File: config.mk
export PLATFORM = sky130hd
export DESIGN_NAME = priority_encoder_4_2_seq
export DESIGN_NICKNAME = d
export VERILOG_FILES = /design/src/rtl/prio_enc_pkg.sv /design/src/rtl/prio_pick.sv /design/src/rtl/priority_encoder_4_2_seq.sv
export SDC_FILE = /design/constraint.sdc
export NUM_CORES = 1
export LEC_CHECK = 0
export CORE_AREA = 2 2 39 41
export CTS_BUF_LIST = sky130_fd_sc_hd__clkbuf_16
export DETAILED_ROUTE_END_ITERATION = 8
export DIE_AREA = 0 0 41 43
export SYNTH_ARGS = -nofsm -noshare
export SYNTH_HDL_FRONTEND = slang
export SYNTH_HIERARCHICAL = 1
export SYNTH_SLANG_ARGS = --single-unit
File: constraint.sdc
create_clock -name clk -period 3.2 [get_ports clk]
set_input_delay 0.32 -clock clk [delete_from_list [all_inputs] [get_ports clk]]
set_output_delay 0.32 -clock clk [all_outputs]
set_load 0.01 [all_outputs]
File: src/rtl/prio_enc_pkg.sv
// Shared types and sizing helpers for the registered priority encoder.
package prio_enc_pkg;

    localparam int PRIO_ENC_N_DEFAULT = 4;

    typedef enum logic {
        ST_IDLE = 1'b0,
        ST_HOLD = 1'b1
    } enc_state_t;

    function automatic int idx_width(input int n);
        return (n > 1) ? $clog2(n) : 1;
    endfunction

endpackage

File: src/rtl/prio_pick.sv
// Combinational picker: first set bit of mask searching downward from start, wrapping at 0.
module prio_pick
    import prio_enc_pkg::*;
#(
    parameter int N = PRIO_ENC_N_DEFAULT,
    parameter int W = idx_width(N)
) (
    input  logic [N-1:0] mask,
    input  logic [W-1:0] start,
    output logic [W-1:0] idx,
    output logic         any
);

    logic [W-1:0] cand [N];
    logic [N-1:0] hit;

    // cand[k] is the k-th position visited; W-bit subtraction gives the wrap for free.
    genvar gi;
    generate
        for (gi = 0; gi < N; gi++) begin : g_cand
            assign cand[gi] = start - W'(gi);
            assign hit[gi]  = mask[cand[gi]];
        end
    endgenerate

    always_comb begin
        idx = start;
        for (int k = N - 1; k >= 0; k--) begin
            if (hit[k]) begin
                idx = cand[k];
            end
        end
    end

    assign any = |mask;

endmodule

File: src/rtl/priority_encoder_4_2_seq.sv
// Registered priority encoder with sticky pending mask and valid/ready output.
// PRIO_ENC_ROUND_ROBIN_EN selects round-robin instead of fixed highest-index priority.
module priority_encoder_4_2_seq
    import prio_enc_pkg::*;
#(
    parameter int N = PRIO_ENC_N_DEFAULT,
    parameter int W = idx_width(N)
) (
    input  logic         clk,
    input  logic         rst,
    input  logic         e,
    input  logic [N-1:0] I,
    input  logic         rdy,
    output logic [W-1:0] y,
    output logic         v,
    output logic [N-1:0] pend,
    output logic         ovr
);

    enc_state_t   state_reg;
    enc_state_t   state_next;
    logic [W-1:0] y_reg;
    logic [N-1:0] pend_reg;
    logic [N-1:0] pend_next;
    logic         ovr_reg;
    logic         ovr_next;
    logic [W-1:0] ptr;

    logic [W-1:0] pick_idx;
    logic         pick_any;
    logic         load;
    logic [N-1:0] clr;
    logic [N-1:0] req;

    prio_pick #(
        .N(N),
        .W(W)
    ) u_pick (
        .mask  (pend_reg),
        .start (ptr),
        .idx   (pick_idx),
        .any   (pick_any)
    );

`ifdef PRIO_ENC_ROUND_ROBIN_EN
    logic [W-1:0] ptr_reg;

    // Next search starts just below the index granted last.
    always_ff @(posedge clk) begin
        if (rst) begin
            ptr_reg <= W'(N - 1);
        end else if (load) begin
            ptr_reg <= pick_idx - W'(1);
        end
    end

    assign ptr = ptr_reg;
`else
    assign ptr = W'(N - 1);
`endif

    assign load = ((state_reg == ST_IDLE) || rdy) && pick_any;
    assign req  = e ? I : '0;

    always_comb begin
        clr = '0;
        if (load) begin
            clr[pick_idx] = 1'b1;
        end
    end

    // Set wins over clear, so a re-request in its own grant cycle stays pending.
    assign pend_next = (pend_reg & ~clr) | req;
    assign ovr_next  = ovr_reg | (|(req & pend_reg & ~clr));

    always_ff @(posedge clk) begin
        if (rst) begin
            state_reg <= ST_IDLE;
            y_reg     <= '0;
            pend_reg  <= '0;
            ovr_reg   <= 1'b0;
        end else begin
            state_reg <= state_next;
            pend_reg  <= pend_next;
            ovr_reg   <= ovr_next;
            if (load) begin
                y_reg <= pick_idx;
            end
        end
    end

    always_comb begin
        state_next = state_reg;
        case (state_reg)
            ST_IDLE: if (load) state_next = ST_HOLD;
            ST_HOLD: if (rdy && !pick_any) state_next = ST_IDLE;
            default: state_next = ST_IDLE;
        endcase
    end

    always_comb begin
        v = (state_reg == ST_HOLD);
    end

    assign y    = y_reg;
    assign pend = pend_reg;
    assign ovr  = ovr_reg;

endmodule
==> results.md, run 1 <==
- Status: finished clean
- #FFs+latches synth: 8
- Yosys cell types: 23
- Cell Area, Placed: between 600 and 700 um^2
- Max Freq: about 570 MHz
- Pwr/cell area: roughly 570 nW/um^2
- Num CTS Buffers: 3
- DP HPWL: between 800 and 900 um
- Period utilization: 54.5%
- Total Wirelength: roughly 1.1 mm
- Synth Area per Inst: 7.88 um^2
- Worst hold path class: reg2reg
- DR WL met3: about 44 um
- # IOs: 16
- Worst path most repeated cell: a41oi_1
- Max Buffers Root-to-Sink: 2
- Crit path kind: reg2reg
- Worst skew pair latency: approximately 230 ps
- Post-CTS Setup Bufs: 0
- Clock share of power: roughly half
- Total grt overflow: 0
- Largest stage delay, worst path: between 400 and 500 ps
- Row count: 14
- Critical Path AT: approximately 1800 ps
- Global-route wire length before repair: 1.79 mm
- Combinational power share: 20.9%
- Via count: 495
- Ys Warns: 6
- Setup crit start: pend[3]
- CTS H-tree depth: 1
- Share of cells above drive strength 1: between 6 and 7%
- Die area: ~1800 um^2
- Crit path capture type: flop
- Hold-critical path depth: 2
- Top Layer Used: met4
- Final Core Density: about 52%
- Most frequent cells in the layout: 15 x clkdlybuf4s50_1, 11 x conb_1, 9 x a21oi_1, 8 x dfxtp_1, 7 x nand2_1
- TritonRoute pass-1 iters: 4
- Met2 wire len: around 530 um
- Avg Vias per Cell: 5.00
- Max IR drop VDD: approximately 350 uV
- Max reg flops: 4
- Inst Count DP: 96
- Final RePlAce weighted congestion: 0.797
- DRC: 0
- Initial antenna violation count: 0
- Critical path's slowest cell: dfxtp_1
- CTS tree: yes
- Final Cell Area: around 720 um^2
- Synthesized cell area: 449 um^2
- Sequential-to-total area share from yosys stat: a little over a third
- Core area: roughly 1400 um^2
- Die Width: around 40 um
- CP required: between 3000 and 4000 ps
- Worst r2r path cells: 6
- CP max FO: 8
- Max-Cap Viols: 0
- Area growth syn-to-layout: 61.0%
- Final nets: a little over 90
- Hold Fails Final Rpt: 0
- Commonest non-fill, non-tap cell in the layout: clkdlybuf4s50_1
- Root Buffer: clkbuf_16
- Met1 wire length: ~500 um
- DR iter-0 viols: 6
- Flop pwr share: 29.4%
- Cell Chain, Critical Path: a21bo_1, a21oi_1, a221o_1, nand4b_1, a41oi_1, a41oi_1
- Net Sw Power: 99.2 uW
- HP Start: y[1]
- Vias in the first global route: approximately 450
- Largest net degree at the start of global routing: 10
- Cell Int Power: ~320 uW
- Routed WL per cell: around 11 um
- Setup TNS: 0 ps
- Hold_buf cts: 0
- R2R Path Start: pend[3]
- Clock sink count: 8
- All-layer global routing usage: between 15 and 20%
- Layout Cells excl Fill: 99
- CP Launch Type: flop
- Cts repair resizes: 0
- Worst-path clk slew: around 40 ps
- Cells after Synth: 57
- Starting Density: ~32%
- Final slew viol count: 0
- Sw frac: roughly a quarter
- Pleak: between 0.0002 and 0.0003 uW
- Setup violators final: 0
- Final min period: around 1700 ps
- Post-DRT Antenna Nets: 0
- Worst Clk Skew: ~0.66 ps
- PortBufs: 15
- Ant diodes: 0
- Die H: around 43 um
- RSZ-0062 raised after global routing: no
[power by group through the flow]
stage	registers, uW	logic [uW]	clock network [uW]
floorplan	126	46.1	0
global placement	124	86.1	0
detailed placement	124	86.2	0
CTS	123	86.9	211
global route	124	95.8	218
finish	122	86.7	206
[synth_stat cells]
master,instances,area (um^2)
a21bo_1,1,10.0
a21oi_1,9,45.0
a221o_1,1,10.0
a22oi_1,3,22.5
a41oi_1,2,17.5
and2_1,1,6.26
clkbuf_1,1,3.75
clkbuf_2,1,5.00
conb_1,1,3.75
dfxtp_1,8,160
inv_1,3,11.3
nand2_1,7,26.3
nand2b_1,1,6.26
nand2b_4,1,13.8
nand3_1,2,10.0
nand4_1,3,18.8
nand4b_1,2,17.5
nor2_1,5,18.8
o21ai_0,1,5.00
o22ai_1,1,6.26
o311ai_2,1,16.3
o31ai_1,1,7.51
or4_1,1,7.51
[metal layers]
metal  vias to the layer above  global-route usage (%)
li1                        255                       -
met1                       225                    18.3
met2                        13                    23.1
met3                         2                    3.66
met4                         0                    8.00
met5                         -                       0
[worst paths after layout]
kind,endpoint,slack [ps]
worst max register to register,ovr,1460
worst min-delay path,y[1],460
worst max-delay path,ovr,1460
worst min register to register,y[1],460
[critical path, delay by kind of cell, from the launching register on]
| kind | cells | cell delay (ps) |
|---|---|---|
| flip-flops | 1 | 440 |
| AO/OA/AOI/OAI | 5 | 1000 |
| AND/OR/NAND/NOR | 1 | 160 |
[stage by stage]
stage | power (uW) | setup slack, ps | hold WS [ps]
floorplan | 172 | 1620 | 460
global placement | 210 | 1470 | 447
detailed placement | 210 | 1480 | 450
CTS | 421 | 1460 | 458
global route | 438 | 1340 | 479
finish | 415 | 1460 | 455
[area by class of cell]
class                      instances  area, um^2
tap                               16        20.0
sequential                         8         160
inverter                           3        11.3
timing repair buffer              15         150
clock buffer                       3        75.1
multi-input combinational         54         307
fill                             129         661
[cells by family after synthesis]
group	share of synthesized area (%)
and+or+nand+nor	27.9
buffers and inverters	4.45
DFF	35.7
other	0.835
AOI/OAI and AO/OA	31.2
(Power assumes the default switching activity.)
==> run 2, diff against run 1 <==
==> constraint.sdc (replaced) <==
create_clock -name clk -period 1.83 [get_ports clk]
set_input_delay 0.183 -clock clk [delete_from_list [all_inputs] [get_ports clk]]
set_output_delay 0.183 -clock clk [all_outputs]
set_load 0.01 [all_outputs]
==> results.md, run 2 (synthesis gave the netlist of run 1 again) <==
- # IOs: 16 (unchanged)
- Via count: 530 (+7.1%)
- All-layer global routing usage: 17.5% (+2.5 points)
- Post-CTS Setup Bufs: 0 (unchanged)
- Crit path capture type: flop
- Pleak: 0.000302 uW (+2.2%)
- Starting Density: 32.5% (unchanged)
- CP Launch Type: flop
- Vias in the first global route: 472 (+6.1%)
- Worst flop-to-flop path endpoint: ovr
- HP Start: y[1]
- Max Freq: 607 MHz (+5.9%)
- Setup TNS: 0 ps (unchanged)
- CP max FO: 9 (+1)
- Worst skew pair latency: 230 ps (about the same)
- Worst hold path class: reg2reg
- Setup violators final: 0 (unchanged)
- Most used routing layer: met2
- GRT met1 Usage: 21.5% (+3.2 points)
- CTS tree: yes
- Met2 GRT Util: 25.3% (+2.2 points)
- Critical Path AT: 1740 ps (-100 ps)
- PortBufs: 15 (unchanged)
- Slew Limit Headroom: around two thirds
- Global-route wire length before repair: 2.10 mm (+17%)
- Final RePlAce weighted congestion: 0.743 (-6.8%)
- Routed WL per cell: 11.9 um (+8.8%)
- Final nets: 94 (+1.1%)
- Status: finished clean
- Commonest non-fill, non-tap cell in the layout: clkdlybuf4s50_1
- Avg Vias per Cell: 5.30 (+6.0%)
- Area growth syn-to-layout: 63.8%
- Ant diodes: 0 (unchanged)
- DRC: 0 (unchanged)
- Flop2flop setup slack: 180 ps (-1270 ps)
- Initial antenna violation count: 0 (unchanged)
- Pre-CTS setup slack: 78.8 ps (-1400 ps)
- CTS H-tree depth: 1 (unchanged)
- R2R Path Start: pend[2]
- Most frequent cells in the layout: 15 x clkdlybuf4s50_1, 11 x conb_1, 9 x a21oi_1, 7 x nand2_1
- Period utilization: 90.0% (+35 points)
- Num CTS Buffers: 3 (unchanged)
- Hold-critical path depth: 2 (unchanged)
- Max IR drop VDD: 565 uV (+60%)
- Die H: 43 um (unchanged)
- Pwr/cell area: 1000 nW/um^2 (+75%)
- Final min period: 1650 ps (-97.2 ps)
- DR iter-0 viols: 12 (+6)
- Final hold slack: 457 ps (+1.67 ps)
- Post-DRT Antenna Nets: 0 (unchanged)
- Die area: 1760 um^2 (unchanged)
- Worst-path clk slew: 40 ps (about the same)
- Worst-margin pin slew: 521 ps
- Crit path kind: reg2reg
- TritonRoute pass-1 iters: 4 (unchanged)
- Die Width: 41 um (unchanged)
- Final slew viol count: 0 (unchanged)
- Final Core Density: 53.2% (+0.90 points)
- Total Wirelength: 1.19 mm (+9.9%)
- DP HPWL: 830 um (+0.63%)
- Core area: 1380 um^2 (unchanged)
- Final WS setup: 184 ps (-1270 ps)
- CP required: 1930 ps (-1360 ps)
- Largest net degree at the start of global routing: 10 (unchanged)
- Root Buffer: clkbuf_16
- Max-Cap Viols: 0 (unchanged)
- Tot Pwr: 738 uW (+78%)
- Max Buffers Root-to-Sink: 2 (unchanged)
- Share of cells above drive strength 1: 11.9% (+5.9 points)
- Row count: 14 (unchanged)
- Worst Clk Skew: 1.15 ps (+0.490 ps)
- Met3 usage in global routing: 7.33% (+3.7 points)
- Max reg flops: 4 (unchanged)
- Hold Fails Final Rpt: 0 (unchanged)
- Worst r2r path cells: 6 (unchanged)
- Worst hold endpoint: y[1]
- Clock sink count: 8 (unchanged)
- RSZ-0062 raised after global routing: no
- Total grt overflow: 0 (unchanged)
-- run 2: changes by cell type in the layout (fill, tap and decap cells not counted), sizes merged --
cell  delta
buf      +1
-- run 2: how the worst max path moves through the flow --
stage          startpoint  end  slack [ps]  cells past startpoint
2_1_floorplan     pend[3]  ovr         250                      6
3_3_place_gp      pend[3]  ovr          90                      6
3_5_place_dp      pend[3]  ovr          80                      6
4_1_cts           pend[3]  ovr          50                      6
5_1_grt           pend[0]  ovr          10                      6
6_report          pend[2]  ovr         180                      6
-- run 2: metal layers --
metal | routed length (um) | part of all wire (%)
met1 | 526 | 44
met5 | 0 | 0
met4 | 34 | 2.9
met3 | 82 | 6.9
met2 | 546 | 46
-- run 2: stage by stage --
| stage | instances | cell area, um^2 |
|---|---|---|
| final | 100 | 736 |
| after global routing | 100 | 736 |
| after CTS | 100 | 731 |
| after detailed placement | 97 | 656 |
| after global placement | 97 | 656 |
| after floorplan | 67 | 487 |
-- run 2: power breakdown --
group	leakage (uW)	internal, uW	switching (uW)	total [uW]
registers	0.0000672	194	20.4	215
logic	0.000197	80.9	78.2	159
clock network	0.0000370	281	83.3	365
total	0.000302	557	182	738
-- run 2: area by class of cell --
| type | instances | area, um^2 |
|---|---|---|
| Tap cell | 16 | 20.0 |
| Multi-Input combinational cell | 54 | 308 |
| Inverter | 3 | 11.3 |
| Timing Repair Buffer | 16 | 158 |
| Sequential cell | 8 | 164 |
| Fill cell | 138 | 648 |
| Clock buffer | 3 | 75.1 |
-- run 2: worst max-delay path: stages (launching register included) --
cell	delay [ps]
dfxtp_1	450
nand2b_1	150
a21oi_1	70
a221o_2	370
nand4b_1	220
nand4_1	140
a41oi_1	110
-- run 2: what timing repair did --
action | 4_1_cts | 5_1_grt
gates resized for setup | 0 | 4
hold buffers | 0 | 0
endpoints found under the setup margin | 0 | 2
